## config.mk

```make
export PLATFORM = sky130hd
export DESIGN_NAME = sim_video_expander_flat
export DESIGN_NICKNAME = d
export VERILOG_FILES = /design/src/rtl/sim_video_expander_if.sv /design/src/rtl/sim_video_expander.sv /design/src/flat_wrapper.sv
export SDC_FILE = /design/constraint.sdc
export NUM_CORES = 1
export LEC_CHECK = 0
export ABC_CLOCK_PERIOD_IN_PS = 4100
export BUFFER_PORTS_ARGS = -buffer_cell sky130_fd_sc_hd__buf_2
export CELL_PAD_IN_SITES_DETAIL_PLACEMENT = 0
export CELL_PAD_IN_SITES_GLOBAL_PLACEMENT = 1
export CORE_MARGIN = 3
export CORE_UTILIZATION = 36
export CTS_BUF_LIST = sky130_fd_sc_hd__clkbuf_4
export DETAILED_ROUTE_END_ITERATION = 10
export PLACE_DENSITY_LB_ADDON = 0.1
export RECOVER_POWER = 25
export SLEW_MARGIN = 0
export SYNTH_ARGS = -nofsm -noshare
export SYNTH_HDL_FRONTEND = slang
export SYNTH_SLANG_ARGS = --single-unit
```

## constraint.sdc

```tcl
create_clock -name clk_sys -period 4.1 [get_ports clk_sys]
set_input_delay 0 -clock clk_sys [delete_from_list [all_inputs] [get_ports clk_sys]]
set_output_delay 0 -clock clk_sys [all_outputs]
set_load 0.005 [all_outputs]
```

## src/rtl/sim_video_expander_if.sv

```systemverilog
// Video bundle between the core/harness and sim_video_expander.
// master drives pixel, strobes and ioctl; slave returns VGA_* and counters.
interface sim_video_expander_if #(
    parameter int BPP   = 1,
    parameter int OUT_W = 8
);
    logic [BPP-1:0]   pixel;
    logic             hsync;
    logic             vsync;
    logic             hblank;
    logic             vblank;
    logic             ioctl_download;
    logic [7:0]       ioctl_index;
    logic             ioctl_wr;
    logic [24:0]      ioctl_addr;
    logic [7:0]       ioctl_dout;
    logic [OUT_W-1:0] VGA_R;
    logic [OUT_W-1:0] VGA_G;
    logic [OUT_W-1:0] VGA_B;
    logic             VGA_HS;
    logic             VGA_VS;
    logic             VGA_HB;
    logic             VGA_VB;
    logic             VGA_DE;
    logic [11:0]      line_count;
    logic [15:0]      frame_count;

    modport master (
        output pixel, hsync, vsync, hblank, vblank,
        output ioctl_download, ioctl_index, ioctl_wr,
        output ioctl_addr, ioctl_dout,
        input  VGA_R, VGA_G, VGA_B,
        input  VGA_HS, VGA_VS, VGA_HB, VGA_VB, VGA_DE,
        input  line_count, frame_count
    );

    modport slave (
        input  pixel, hsync, vsync, hblank, vblank,
        input  ioctl_download, ioctl_index, ioctl_wr,
        input  ioctl_addr, ioctl_dout,
        output VGA_R, VGA_G, VGA_B,
        output VGA_HS, VGA_VS, VGA_HB, VGA_VB, VGA_DE,
        output line_count, frame_count
    );
endinterface

```

## src/rtl/sim_video_expander.sv

```systemverilog
// Two-stage ce_pix-gated video output stage: BPP-bit index -> OUT_W-bit RGB.
// Ports: clk_sys, reset (async, active high), ce_pix, vid (slave bundle).
// Optional macro VIDEO_PALETTE_EN adds an ioctl-loadable RGB888 palette.
module sim_video_expander #(
    parameter int         BPP       = 1,
    parameter int         OUT_W     = 8,
    parameter logic [7:0] PAL_INDEX = 8'h02
) (
    input logic                 clk_sys,
    input logic                 reset,
    input logic                 ce_pix,
    sim_video_expander_if.slave vid
);
    localparam int ENTRIES = 1 << BPP;

    // Replicate the index bits MSB-first to fill 8 bits (full-scale grey).
    function automatic logic [7:0] grey(input logic [BPP-1:0] idx);
        logic [7:0] g;
        g = '0;
        for (int i = 0; i < 8; i++) begin
            g[7-i] = idx[BPP-1-(i % BPP)];
        end
        return g;
    endfunction

    logic [BPP-1:0]   s1_pix;
    logic             s1_hs, s1_vs, s1_hb, s1_vb;
    logic             prev_vs, prev_hb, prev_vb;
    logic [OUT_W-1:0] r_q, g_q, b_q;
    logic             hs_q, vs_q, hb_q, vb_q, de_q;
    logic [11:0]      line_q;
    logic [15:0]      frame_q;
    logic [23:0]      rgb;
    logic             blank;

`ifdef VIDEO_PALETTE_EN
    logic [23:0]    pal [ENTRIES];
    logic [24:0]    addr_hi;
    logic [BPP-1:0] wr_entry;
    logic           pal_we;

    assign addr_hi  = vid.ioctl_addr >> (BPP + 2);
    assign wr_entry = vid.ioctl_addr[BPP+1:2];
    assign pal_we   = vid.ioctl_download & vid.ioctl_wr
                    & (vid.ioctl_index == PAL_INDEX)
                    & (addr_hi == '0);

    // Independent of ce_pix; a same-edge lookup sees the old entry.
    always_ff @(posedge clk_sys or posedge reset) begin
        if (reset) begin
            for (int e = 0; e < ENTRIES; e++) begin
                pal[e] <= {3{grey(BPP'(e))}};
            end
        end else if (pal_we) begin
            case (vid.ioctl_addr[1:0])
                2'd0:    pal[wr_entry][23:16] <= vid.ioctl_dout;
                2'd1:    pal[wr_entry][15:8]  <= vid.ioctl_dout;
                2'd2:    pal[wr_entry][7:0]   <= vid.ioctl_dout;
                default: ;
            endcase
        end
    end

    assign rgb = pal[s1_pix];
`else
    assign rgb = {3{grey(s1_pix)}};
`endif

    assign blank = s1_hb | s1_vb;

    always_ff @(posedge clk_sys or posedge reset) begin
        if (reset) begin
            s1_pix  <= '0;
            s1_hs   <= 1'b0;
            s1_vs   <= 1'b0;
            s1_hb   <= 1'b0;
            s1_vb   <= 1'b0;
            prev_vs <= 1'b0;
            prev_hb <= 1'b0;
            prev_vb <= 1'b0;
            r_q     <= '0;
            g_q     <= '0;
            b_q     <= '0;
            hs_q    <= 1'b0;
            vs_q    <= 1'b0;
            hb_q    <= 1'b0;
            vb_q    <= 1'b0;
            de_q    <= 1'b0;
            line_q  <= '0;
            frame_q <= '0;
        end else if (ce_pix) begin
            s1_pix  <= vid.pixel;
            s1_hs   <= vid.hsync;
            s1_vs   <= vid.vsync;
            s1_hb   <= vid.hblank;
            s1_vb   <= vid.vblank;
            prev_vs <= s1_vs;
            prev_hb <= s1_hb;
            prev_vb <= s1_vb;
            r_q     <= blank ? '0 : rgb[23 -: OUT_W];
            g_q     <= blank ? '0 : rgb[15 -: OUT_W];
            b_q     <= blank ? '0 : rgb[7 -: OUT_W];
            hs_q    <= s1_hs;
            vs_q    <= s1_vs;
            hb_q    <= s1_hb;
            vb_q    <= s1_vb;
            de_q    <= ~blank;
            // A vblank rise clears the line count even if hblank rose too.
            if (s1_vb & ~prev_vb) begin
                line_q <= '0;
            end else if (s1_hb & ~prev_hb) begin
                line_q <= line_q + 12'd1;
            end
            if (s1_vs & ~prev_vs) begin
                frame_q <= frame_q + 16'd1;
            end
        end
    end

    assign vid.VGA_R       = r_q;
    assign vid.VGA_G       = g_q;
    assign vid.VGA_B       = b_q;
    assign vid.VGA_HS      = hs_q;
    assign vid.VGA_VS      = vs_q;
    assign vid.VGA_HB      = hb_q;
    assign vid.VGA_VB      = vb_q;
    assign vid.VGA_DE      = de_q;
    assign vid.line_count  = line_q;
    assign vid.frame_count = frame_q;
endmodule

```

## src/flat_wrapper.sv

```systemverilog
// flat-port wrapper written by rule: the top's interface ports become plain ports
module sim_video_expander_flat 
#(
    parameter int         BPP       = 1,
    parameter int         OUT_W     = 8,
    parameter logic [7:0] PAL_INDEX = 8'h02
)
  (clk_sys, reset, ce_pix, vid_pixel, vid_hsync, vid_vsync, vid_hblank, vid_vblank, vid_ioctl_download, vid_ioctl_index, vid_ioctl_wr, vid_ioctl_addr, vid_ioctl_dout, vid_VGA_R, vid_VGA_G, vid_VGA_B, vid_VGA_HS, vid_VGA_VS, vid_VGA_HB, vid_VGA_VB, vid_VGA_DE, vid_line_count, vid_frame_count);
  sim_video_expander_if #(.BPP(BPP), .OUT_W(OUT_W)) vid_i ();
  input logic clk_sys;
  input logic reset;
  input logic ce_pix;
  input wire logic [$bits(vid_i.pixel)-1:0] vid_pixel;
  input wire logic [$bits(vid_i.hsync)-1:0] vid_hsync;
  input wire logic [$bits(vid_i.vsync)-1:0] vid_vsync;
  input wire logic [$bits(vid_i.hblank)-1:0] vid_hblank;
  input wire logic [$bits(vid_i.vblank)-1:0] vid_vblank;
  input wire logic [$bits(vid_i.ioctl_download)-1:0] vid_ioctl_download;
  input wire logic [$bits(vid_i.ioctl_index)-1:0] vid_ioctl_index;
  input wire logic [$bits(vid_i.ioctl_wr)-1:0] vid_ioctl_wr;
  input wire logic [$bits(vid_i.ioctl_addr)-1:0] vid_ioctl_addr;
  input wire logic [$bits(vid_i.ioctl_dout)-1:0] vid_ioctl_dout;
  output wire logic [$bits(vid_i.VGA_R)-1:0] vid_VGA_R;
  output wire logic [$bits(vid_i.VGA_G)-1:0] vid_VGA_G;
  output wire logic [$bits(vid_i.VGA_B)-1:0] vid_VGA_B;
  output wire logic [$bits(vid_i.VGA_HS)-1:0] vid_VGA_HS;
  output wire logic [$bits(vid_i.VGA_VS)-1:0] vid_VGA_VS;
  output wire logic [$bits(vid_i.VGA_HB)-1:0] vid_VGA_HB;
  output wire logic [$bits(vid_i.VGA_VB)-1:0] vid_VGA_VB;
  output wire logic [$bits(vid_i.VGA_DE)-1:0] vid_VGA_DE;
  output wire logic [$bits(vid_i.line_count)-1:0] vid_line_count;
  output wire logic [$bits(vid_i.frame_count)-1:0] vid_frame_count;
  assign vid_i.pixel = vid_pixel;
  assign vid_i.hsync = vid_hsync;
  assign vid_i.vsync = vid_vsync;
  assign vid_i.hblank = vid_hblank;
  assign vid_i.vblank = vid_vblank;
  assign vid_i.ioctl_download = vid_ioctl_download;
  assign vid_i.ioctl_index = vid_ioctl_index;
  assign vid_i.ioctl_wr = vid_ioctl_wr;
  assign vid_i.ioctl_addr = vid_ioctl_addr;
  assign vid_i.ioctl_dout = vid_ioctl_dout;
  assign vid_VGA_R = vid_i.VGA_R;
  assign vid_VGA_G = vid_i.VGA_G;
  assign vid_VGA_B = vid_i.VGA_B;
  assign vid_VGA_HS = vid_i.VGA_HS;
  assign vid_VGA_VS = vid_i.VGA_VS;
  assign vid_VGA_HB = vid_i.VGA_HB;
  assign vid_VGA_VB = vid_i.VGA_VB;
  assign vid_VGA_DE = vid_i.VGA_DE;
  assign vid_line_count = vid_i.line_count;
  assign vid_frame_count = vid_i.frame_count;
  sim_video_expander #(.BPP(BPP), .OUT_W(OUT_W), .PAL_INDEX(PAL_INDEX)) u_core (.clk_sys(clk_sys), .reset(reset), .ce_pix(ce_pix), .vid(vid_i));
endmodule
```

==> results_dict.tcl, run 1 <==
set metrics [dict create \
    status "finished with violations" \
    violations "max-capacitance violations, max-slew violations" \
    finalClockSkew_ns 0.00609 \
    drc_errors 0 \
    slew_violations 40 \
    synth_most_common_cell "dfrtp_1" \
    cts.sinks 39 \
    grt_pass1_wl_um 6190 \
    cts_buffers 5 \
    end_kind "async pin" \
    yosysUniqueCellTypes 31 \
    hold_path.class "in -> reg" \
    tightest_slew_ns 2.09 \
    p_total_mw 0.896 \
    synth_area_leaders "dfrtp_1 51%, buf_4 9.4%, mux2_2 7.1%" \
    clockBufferDepth 2 \
    startpoint_type "input port" \
    drive_above_1_share_pct 39.8 \
    area_growth_pct 18.6 \
    dp_hpwl_um 2710 \
    tns_ns 0 \
    yosysSeqAreaShare_pct 51.0 \
    grt.busiest_layer "met2" \
    synth_enable_flop_cells 0 \
    diodes 0 \
    grt_max_degree 40 \
    ys_warn_count 0 \
    clkTransAtPathRegs_ns 0.11 \
    yosys.area.top_type "dfrtp_1" \
    critPathArrivalTime_ns 2.19 \
    worstHoldPathCells 3 \
    io_pins 108 \
    die_x_um 78.9 \
    drv_cap 1 \
    setup_violations 0 \
    p_per_area_nw_per_um2 395 \
    min_from "ce_pix" \
    ys_ff_latch 39 \
    nNetsFinal 273 \
    timing.rr.start "u_core.vid.frame_count[0]$_DFFE_PP0P_" \
    gp_congestion 0.703 \
    final_cell_count_no_fill 288 \
    place_inst 274 \
    vias_per_cell 4.78 \
    slew_headroom_pct -39.3 \
    firstDrtPassIters 5 \
    clkLatencyLatePin_ns 0.34 \
    wl_per_cell_um 12.8 \
    htree_num_levels 2 \
    antenna_found_initial 0 \
    r2r-end "u_core.vid.frame_count[8]$_DFFE_PP0P_" \
    min_period_ns 2.14 \
    synth_flop_cell "dfrtp_1" \
    grt_use_met1_pct 14.4 \
    netlist_area_um2 1910 \
    async_flop_share_pct 100 \
    grt_use_met3_pct 4.31 \
    path_max_fanout 39 \
    r2r_slack_ns 2.56 \
    hold_viol 0 \
    track_usage_pct 12.6 \
    postRouteAntennaNets 0 \
    cts_tree "done" \
    drtIter0Drc 83 \
    netlist_instances 168 \
    peakVddDrop_uv 194 \
    fin_hold_ws_ns 0.116 \
    required_ns 4.14 \
    core_area_um2 4940 \
    synthTopCellsByCount "39 x dfrtp_1, 24 x buf_4, 12 x mux2_2" \
    port_buffers 64 \
    hold_end "u_core.vid.VGA_G[6]$_DFFE_PP0P_" \
    fmax_mhz 467 \
    grt.overflow.total 0 \
    period_share_pct 52.2 \
    cts-root-buf "clkbuf_4" \
    routed_wl_um 3690 \
    row_count 25 \
    die-area_um2 6230 \
    synth_fp_nets 221 \
    grt_pass1_vias 1300 \
    rsz0062_at_grt "false" \
    start_util_pct 38.7 \
    grt_util_met2_pct 22.0 \
    synth_top_area_share_pct 51.0 \
    path_class "in -> async" \
    die_h_um 78.9 \
    syn_avg_cell_area_um2 11.4 \
    r2r_cells 5 \
    fillers 509 \
    num_vias 1376 \
    p_leak_nw 1.16 \
]
## registers in the layout, indices dropped and copies added (netlist names)
| name | cells |
|---|---|
| u_core.s1_hb | 1 |
| u_core.s1_hs | 1 |
| u_core.s1_pix | 1 |
| u_core.s1_vb | 1 |
| u_core.s1_vs | 1 |
| u_core.vid.VGA_DE | 1 |
| u_core.vid.VGA_G | 1 |
| u_core.vid.VGA_HB | 1 |
| u_core.vid.VGA_HS | 1 |
| u_core.vid.VGA_VB | 1 |
| u_core.vid.VGA_VS | 1 |
| u_core.vid.frame_count | 16 |
| u_core.vid.line_count | 12 |
## cells in the final DEF (no fill, tap or decap), types with 5 or more instances in the layout
| cell type | netlist | layout |
|---|---|---|
| nand4_1 | 9 | 9 |
| clkbuf_4 | 0 | 5 |
| o21ai_0 | 5 | 5 |
| nor2_1 | 11 | 11 |
| buf_2 | 0 | 64 |
| mux2_2 | 12 | 12 |
| dfrtp_1 | 39 | 39 |
| dlygate4sd3_1 | 0 | 6 |
| xor2_1 | 10 | 10 |
| xnor2_1 | 11 | 11 |
| nand3_1 | 6 | 6 |
| nand2_1 | 9 | 9 |
## what timing repair did
| action | 4_1_cts | 5_1_grt |
|---|---|---|
| buffers inserted | 0 | 0 |
| hold buffers | 6 | 0 |
| hold endpoints to repair | 44 | 0 |
| resized for setup | 0 | 0 |
## area by class of cell
class	instances	area [um2]	share of cell area, %
repair buffers	71	384	16.9
well taps	67	83.8	3.69
clock inverters	3	38.8	1.71
flip-flops and latches	39	976	43.0
multi-input cells	101	742	32.7
inverters	2	7.51	0.331
clock buffers	5	37.5	1.65
## metal layers
metal | wire length [um] | up-vias | share of wire, %
met5 | 0 | - | 0
met4 | 21 | 0 | 0.57
met3 | 259 | 2 | 7.0
met2 | 1880 | 38 | 51
met1 | 1530 | 669 | 41
li1 | - | 667 | -
## worst max path at each step
stage / start / endpoint / depth (start not counted)
detailed placement: u_core.vid.frame_count[0]$_DFFE_PP0P_ / u_core.vid.frame_count[8]$_DFFE_PP0P_ / 5
global placement: u_core.vid.frame_count[0]$_DFFE_PP0P_ / u_core.vid.frame_count[8]$_DFFE_PP0P_ / 5
finish: reset / u_core.vid.line_count[3]$_DFFE_PP0P_ / 4
global route: reset / u_core.vid.line_count[11]$_DFFE_PP0P_ / 4
CTS: u_core.vid.frame_count[0]$_DFFE_PP0P_ / u_core.vid.frame_count[8]$_DFFE_PP0P_ / 5
floorplan: u_core.vid.VGA_VB$_DFFE_PP0P_ / u_core.vid.line_count[8]$_DFFE_PP0P_ / 4
## cells by family (layout without fill, tap and decap cells)
logic type / count (synthesis) / count (layout) / share of synthesized area [%]
AND/OR/NAND/NOR: 53 / 53 / 15.6
flip-flops: 39 / 39 / 51.0
buffers and inverters: 28 / 81 / 10.2
XOR/XNOR: 21 / 21 / 9.61
AO/OA/AOI/OAI: 13 / 13 / 5.23
multiplexers: 12 / 12 / 7.06
adder cells (fa/ha/maj): 2 / 2 / 1.31
## report_power, final
part / internal, mW / leakage (nW) / switching (mW) / total (mW)
sequential: 0.429 / 0.513 / 0.0523 / 0.481
combinational: 0.0913 / 0.607 / 0.0749 / 0.166
clock: 0.125 / 0.0426 / 0.123 / 0.249
total: 0.645 / 1.16 / 0.251 / 0.896
## per-stage QoR
| step | area [um2] | setup WS [ns] | util (%) |
|---|---|---|---|
| after detailed placement | 2140 | 2.55 | 43.2 |
| after CTS | 2270 | 2.52 | 46.0 |
| after floorplan | 1910 | 2.71 | - |
| final | 2270 | 1.96 | 45.9 |
| after global routing | 2270 | 1.47 | 45.9 |
| after global placement | 2140 | 2.55 | 43.2 |
## worst max-delay path, cell delays in order
cell and delay (ns):
dlygate4sd3_1 0.53, buf_2 0.12, inv_1 0.04, clkbuf_1 1.49
Note: power is estimated with default switching activity, not from simulation.
==> run 2, diff against run 1 <==
Settings changed: ABC_AREA from default to 1, ABC_CLOCK_PERIOD_IN_PS 4100 to 1700, CORE_UTILIZATION 36 to 30.
Clock period 4.1 ns to 1.7 ns, I/O delays scaled along.
==> results_dict.tcl, run 2 <==
set metrics [dict create \
    synthTopCellsByCount "71 x nand2_1, 39 x dfrtp_1, 37 x inv_1" \
    yosysUniqueCellTypes 23 \
    io_pins 108 \
    place_inst 410 \
    antenna_found_initial 0 \
    routed_wl_um 4810 \
    fmax_mhz 723 \
    clockBufferDepth 2 \
    rsz0062_at_grt "false" \
    firstDrtPassIters 4 \
    clkTransAtPathRegs_ns 0.11 \
    clkLatencyLatePin_ns 0.35 \
    grt_pass1_vias 1701 \
    crit_path_cell_trace "ha_1 -> inv_1 -> nor2_2 -> nand2_4 -> nor2_4 -> nand2_1 -> xnor2_1" \
    slew_violations 0 \
    dp_hpwl_um 3480 \
    grt_pass1_wl_um 8110 \
    critPathMaxStageDelay_ns 0.43 \
    cts_tree "done" \
    synth_top_area_share_pct 43.9 \
    peakVddDrop_uv 373 \
    ys_ff_latch 39 \
    cts.sinks 39 \
    die_x_um 92.1 \
    yosys.area.top_type "dfrtp_1" \
    final_cell_count_no_fill 422 \
    area_growth_pct 15.8 \
    most-common-layout-cells "71 x nand2_1, 64 x buf_2, 39 x dfrtp_1, 37 x inv_1, 24 x nor2_1" \
    p_leak_nw 1.42 \
    vias_per_cell 4.18 \
    p_per_area_nw_per_um2 839 \
    end_kind "flop" \
    hold_viol 0 \
    finalClockSkew_ns 0.00866 \
    async_flop_share_pct 100 \
    synth_fp_nets 328 \
    wl_per_cell_um 11.4 \
    diodes 0 \
    num_vias 1766 \
    final_core_util_pct 36.9 \
    cts_buffers 5 \
    port_buffers 64 \
    drive_above_1_share_pct 27.0 \
    syn_avg_cell_area_um2 8.08 \
    largest_reg_flops 16 \
    synth_most_common_cell "nand2_1" \
    die-area_um2 8480 \
    hold_path.class "in -> reg" \
    track_usage_pct 11.9 \
    grt.overflow.total 0 \
    synth_area_leaders "dfrtp_1 44%, nand2_1 12%, buf_4 7.8%" \
    htree_num_levels 2 \
    postRouteAntennaNets 0 \
    nNetsFinal 380 \
    row_count 30 \
    required_ns 1.94 \
    layout_commonest_cell "nand2_1" \
    startpoint_type "flop" \
    slew_headroom_pct 31.5 \
    p_total_mw 2.16 \
    min_period_ns 1.38 \
    netlist_instances 275 \
    yosysSeqAreaShare_pct 43.9 \
    status "completed" \
    grt_max_degree 40 \
    synth_enable_flop_cells 0 \
    tns_ns 0 \
    drtIter0Drc 70 \
    path_max_fanout 5 \
    ys_warn_count 0 \
    netlist_area_um2 2220 \
    slowest_stage "dfrtp_1" \
    core_area_um2 6980 \
    cts-root-buf "clkbuf_4" \
    tightest_slew_ns 1.03 \
    critPathArrivalTime_ns 1.63 \
    gp_congestion 0.736 \
    synth_flop_cell "dfrtp_1" \
    period_share_pct 81.3 \
    path_class "reg -> reg" \
    start_util_pct 31.8 \
    setup_violations 0 \
    die_h_um 92.1 \
    drv_cap 0 \
    drc_errors 0 \
]
run 2: cell count changes in the layout (fill, tap and decap cells not counted), sizes merged, moves of 5 or more:
cell	before	now
o21ai	6	12
nand3	6	17
nor2	11	30
nor3	1	6
mux2	12	0
nand2	9	77
xor2	10	5
inv	2	38
run 2: final cells by class:
| cell class | count | area, um2 |
|---|---|---|
| Timing Repair Buffer | 71 | 385 |
| Tap cell | 96 | 120 |
| Sequential cell | 39 | 976 |
| Fill cell | 767 | 4410 |
| Clock buffer | 6 | 45.0 |
| Multi-Input combinational cell | 172 | 905 |
| Inverter | 38 | 143 |
run 2: kinds of logic (layout without fill, tap and decap cells):
group           Yosys count  count (layout)  share of synthesized area [%]
simple gates            141             141                           31.0
buf+inv                  64             115                           15.4
flops                    39              39                           43.9
compound gates           17              17                           3.83
xor+xnor                 12              12                           4.73
fa+ha+maj                 2               2                           1.13
run 2: worst max-delay path, delay by kind of cell, from the launching register on:
kind / cells / cell delay [ns]
XOR/XNOR: 1 / 0.12
flip-flops: 1 / 0.43
AND/OR/NAND/NOR: 4 / 0.49
buffers and inverters: 1 / 0.05
adder cells (fa/ha/maj): 1 / 0.19
run 2: metal layers:
layer  global-route usage [%]  vias to the layer above  share of wire, %
met5                        0                        -                 0
met4                     4.08                        0               1.5
met3                     3.12                        8               4.6
met2                     19.2                       35                46
met1                     15.5                      782                48
li1                         -                      941                 -
run 2: stage by stage:
| step | hold slack (ns) | setup WS, ns | instance area [um2] |
|---|---|---|---|
| finish | 0.0531 | 0.318 | 2570 |
| global route | 0.0580 | 0.108 | 2570 |
| CTS | 0.0458 | 0.291 | 2580 |
| detailed placement | 0.174 | 0.307 | 2470 |
| global placement | 0.171 | 0.292 | 2470 |
| floorplan | 0.117 | 0.420 | 2220 |
run 2: final timing paths:
| check | startpoint | slack, ns | end | depth (start not counted) |
|---|---|---|---|---|
| worst max-delay path | u_core.vid.frame_count[1]$_DFFE_PP0P_ | 0.32 | u_core.vid.frame_count[10]$_DFFE_PP0P_ | 7 |
| worst min-delay path | ce_pix | 0.05 | u_core.s1_vs$_DFFE_PP0P_ | 3 |
| worst max register to register | u_core.vid.frame_count[1]$_DFFE_PP0P_ | 0.32 | u_core.vid.frame_count[10]$_DFFE_PP0P_ | 7 |
| worst min register to register | u_core.vid.VGA_DE$_DFFE_PP0P_ | 0.49 | u_core.vid.VGA_DE$_DFFE_PP0P_ | 2 |
| max in group asynchronous | reset | 0.57 | u_core.vid.frame_count[2]$_DFFE_PP0P_ | 4 |
| min in group asynchronous | reset | 0.51 | u_core.vid.frame_count[7]$_DFFE_PP0P_ | 4 |
run 2: power breakdown:
| part | leakage, nW | internal (mW) | total, mW | switching, mW |
|---|---|---|---|---|
| combinational | 0.883 | 0.229 | 0.506 | 0.277 |
| sequential | 0.505 | 1.04 | 1.19 | 0.141 |
| clock | 0.0276 | 0.164 | 0.468 | 0.305 |
| total | 1.42 | 1.44 | 2.16 | 0.723 |
run 2: timing repair:
item / in CTS / in global routing
gates resized for setup: 0 / 0
hold buffers: 6 / 0
hold endpoints to repair: 44 / 0
buffers inserted: 0 / 0
==> run 3, diff against run 2 <==
Settings changed: ABC_CLOCK_PERIOD_IN_PS 1700 to 1200.
Clock period 1.7 ns to 1.2 ns, I/O delays scaled along.
==> results_dict.tcl, run 3 (synthesis gave the netlist of run 2 again) <==
set metrics [dict create \
    status "finished with violations" \
    violations "negative setup slack" \
    finalClockSkew_ns 0.00678 \
    fmax_mhz 797 \
    port_buffers 64 \
    grt_pass1_vias 1841 \
    setup_violations 5 \
    dp_hpwl_um 3930 \
    htree_num_levels 2 \
    path_class "reg -> reg" \
    tightest_slew_ns 0.564 \
    clkLatencyLatePin_ns 0.35 \
    core_area_um2 6980 \
    drtIter0Drc 30 \
    routed_wl_um 5240 \
    clockBufferDepth 2 \
    cts-root-buf "clkbuf_4" \
    num_vias 1928 \
    firstDrtPassIters 4 \
    most-common-layout-cells "68 x nand2_1, 64 x buf_2, 41 x buf_4, 38 x dfrtp_1, 33 x inv_1" \
    place_inst 445 \
    layout_commonest_cell "nand2_1" \
    p_per_area_nw_per_um2 1180 \
    vias_per_cell 4.11 \
    io_pins 108 \
    area_growth_pct 37.0 \
    fin_hold_ws_ns 0.349 \
    largest_reg_flops 16 \
    cts_buffers 5 \
    critPathMaxStageDelay_ns 0.40 \
    startpoint_type "flop" \
    required_ns 1.45 \
    period_share_pct 105 \
    slowest_stage "dfrtp_1" \
    die_x_um 92.1 \
    row_count 30 \
    cts.sinks 39 \
    wl_per_cell_um 11.2 \
    cpMostUsedCell "nor2_4" \
    start_util_pct 31.8 \
    end_kind "flop" \
    cts_tree "done" \
    grt_max_degree 40 \
    die-area_um2 8480 \
    clkTransAtPathRegs_ns 0.12 \
    min_period_ns 1.25 \
    postRouteAntennaNets 0 \
    setup_slack_ns -0.0546 \
    diodes 0 \
    rsz0062_at_grt "true" \
    p_leak_nw 1.65 \
    peakVddDrop_uv 591 \
    antenna_found_initial 0 \
    grt.overflow.total 0 \
    hold_path.class "in -> async" \
    nNetsFinal 425 \
    critPathArrivalTime_ns 1.50 \
    crit_path_cell_trace "ha_2 -> inv_2 -> nor2_4 -> nand2_4 -> nor2_4 -> nand2_1 -> xnor2_1" \
    path_max_fanout 4 \
    slew_violations 0 \
    final_cell_count_no_fill 469 \
    track_usage_pct 12.8 \
    die_h_um 92.1 \
    gp_congestion 0.778 \
    drc_errors 0 \
    hold_viol 0 \
    slew_headroom_pct 62.4 \
    drv_cap 0 \
    drive_above_1_share_pct 41.3 \
    grt_pass1_wl_um 8730 \
]
run 3: per-layer routing:
layer	up-vias	wire length, um	track usage [%]
met5	-	0	0
met4	0	63	3.71
met1	855	2390	16.0
li1	1031	-	-
met3	8	217	3.04
met2	34	2570	21.8
run 3: power by group:
part / leakage, nW / internal (mW) / switching (mW) / total (mW)
combinational: 1.11 / 0.670 / 0.596 / 1.27
sequential: 0.504 / 1.48 / 0.177 / 1.66
clock: 0.0307 / 0.240 / 0.441 / 0.682
run 3: metrics by stage:
step	instance area (um2)	TNS (ns)	setup slack (ns)	util (%)	total power [mW]
after floorplan	2230	-0.0407	-0.0314	-	2.21
after global placement	2770	-0.125	-0.0369	39.6	2.72
after detailed placement	2770	-0.339	-0.0872	39.6	2.74
after CTS	2940	-0.315	-0.0836	42.1	3.55
after global routing	3040	-1.54	-0.164	43.6	3.87
final	3040	-0.127	-0.0546	43.6	3.60
run 3: layout make-up:
| class | count | area (um2) |
|---|---|---|
| clock buffers | 6 | 45.0 |
| clock inverters | 2 | 7.51 |
| fillers | 731 | 3940 |
| inverters | 38 | 146 |
| multi-input cells | 172 | 1000 |
| flip-flops and latches | 39 | 977 |
| well taps | 96 | 120 |
| repair buffers | 116 | 748 |
run 3: worst max-delay path, delay by kind of cell, from the launching register on:
| kind | cells | cell delay [ns] |
|---|---|---|
| buffers and inverters | 1 | 0.04 |
| XOR/XNOR | 1 | 0.12 |
| AND/OR/NAND/NOR | 4 | 0.38 |
| flip-flops | 1 | 0.40 |
| adder cells (fa/ha/maj) | 1 | 0.20 |
run 3: what timing repair did:
item                                   in CTS  in global routing
pin swaps                                   2                 10
hold buffers                                7                  0
resized for setup                           7                 22
setup buffers                               4                  5
endpoints found under the hold margin      45                  0
setup endpoints to repair                  40                 22
cloned                                      0                  0
run 3: worst paths after layout:
check / startpoint / end / slack (ns) / cells after the start
max in group asynchronous: reset / u_core.vid.VGA_G[6]$_DFFE_PP0P_ / 0.45 / 4
hold reg to reg: u_core.vid.VGA_HS$_DFFE_PP0P_ / u_core.vid.VGA_HS$_DFFE_PP0P_ / 0.50 / 2
min in group clk_sys: vid_vblank / u_core.s1_vb$_DFFE_PP0P_ / 0.39 / 4
hold / removal: reset / u_core.vid.VGA_DE$_DFFE_PP0P_ / 0.35 / 4
setup reg to reg: u_core.vid.frame_count[0]$_DFFE_PP0P_ / u_core.vid.frame_count[10]$_DFFE_PP0P_ / -0.05 / 7
setup / recovery: u_core.vid.frame_count[0]$_DFFE_PP0P_ / u_core.vid.frame_count[10]$_DFFE_PP0P_ / -0.05 / 7
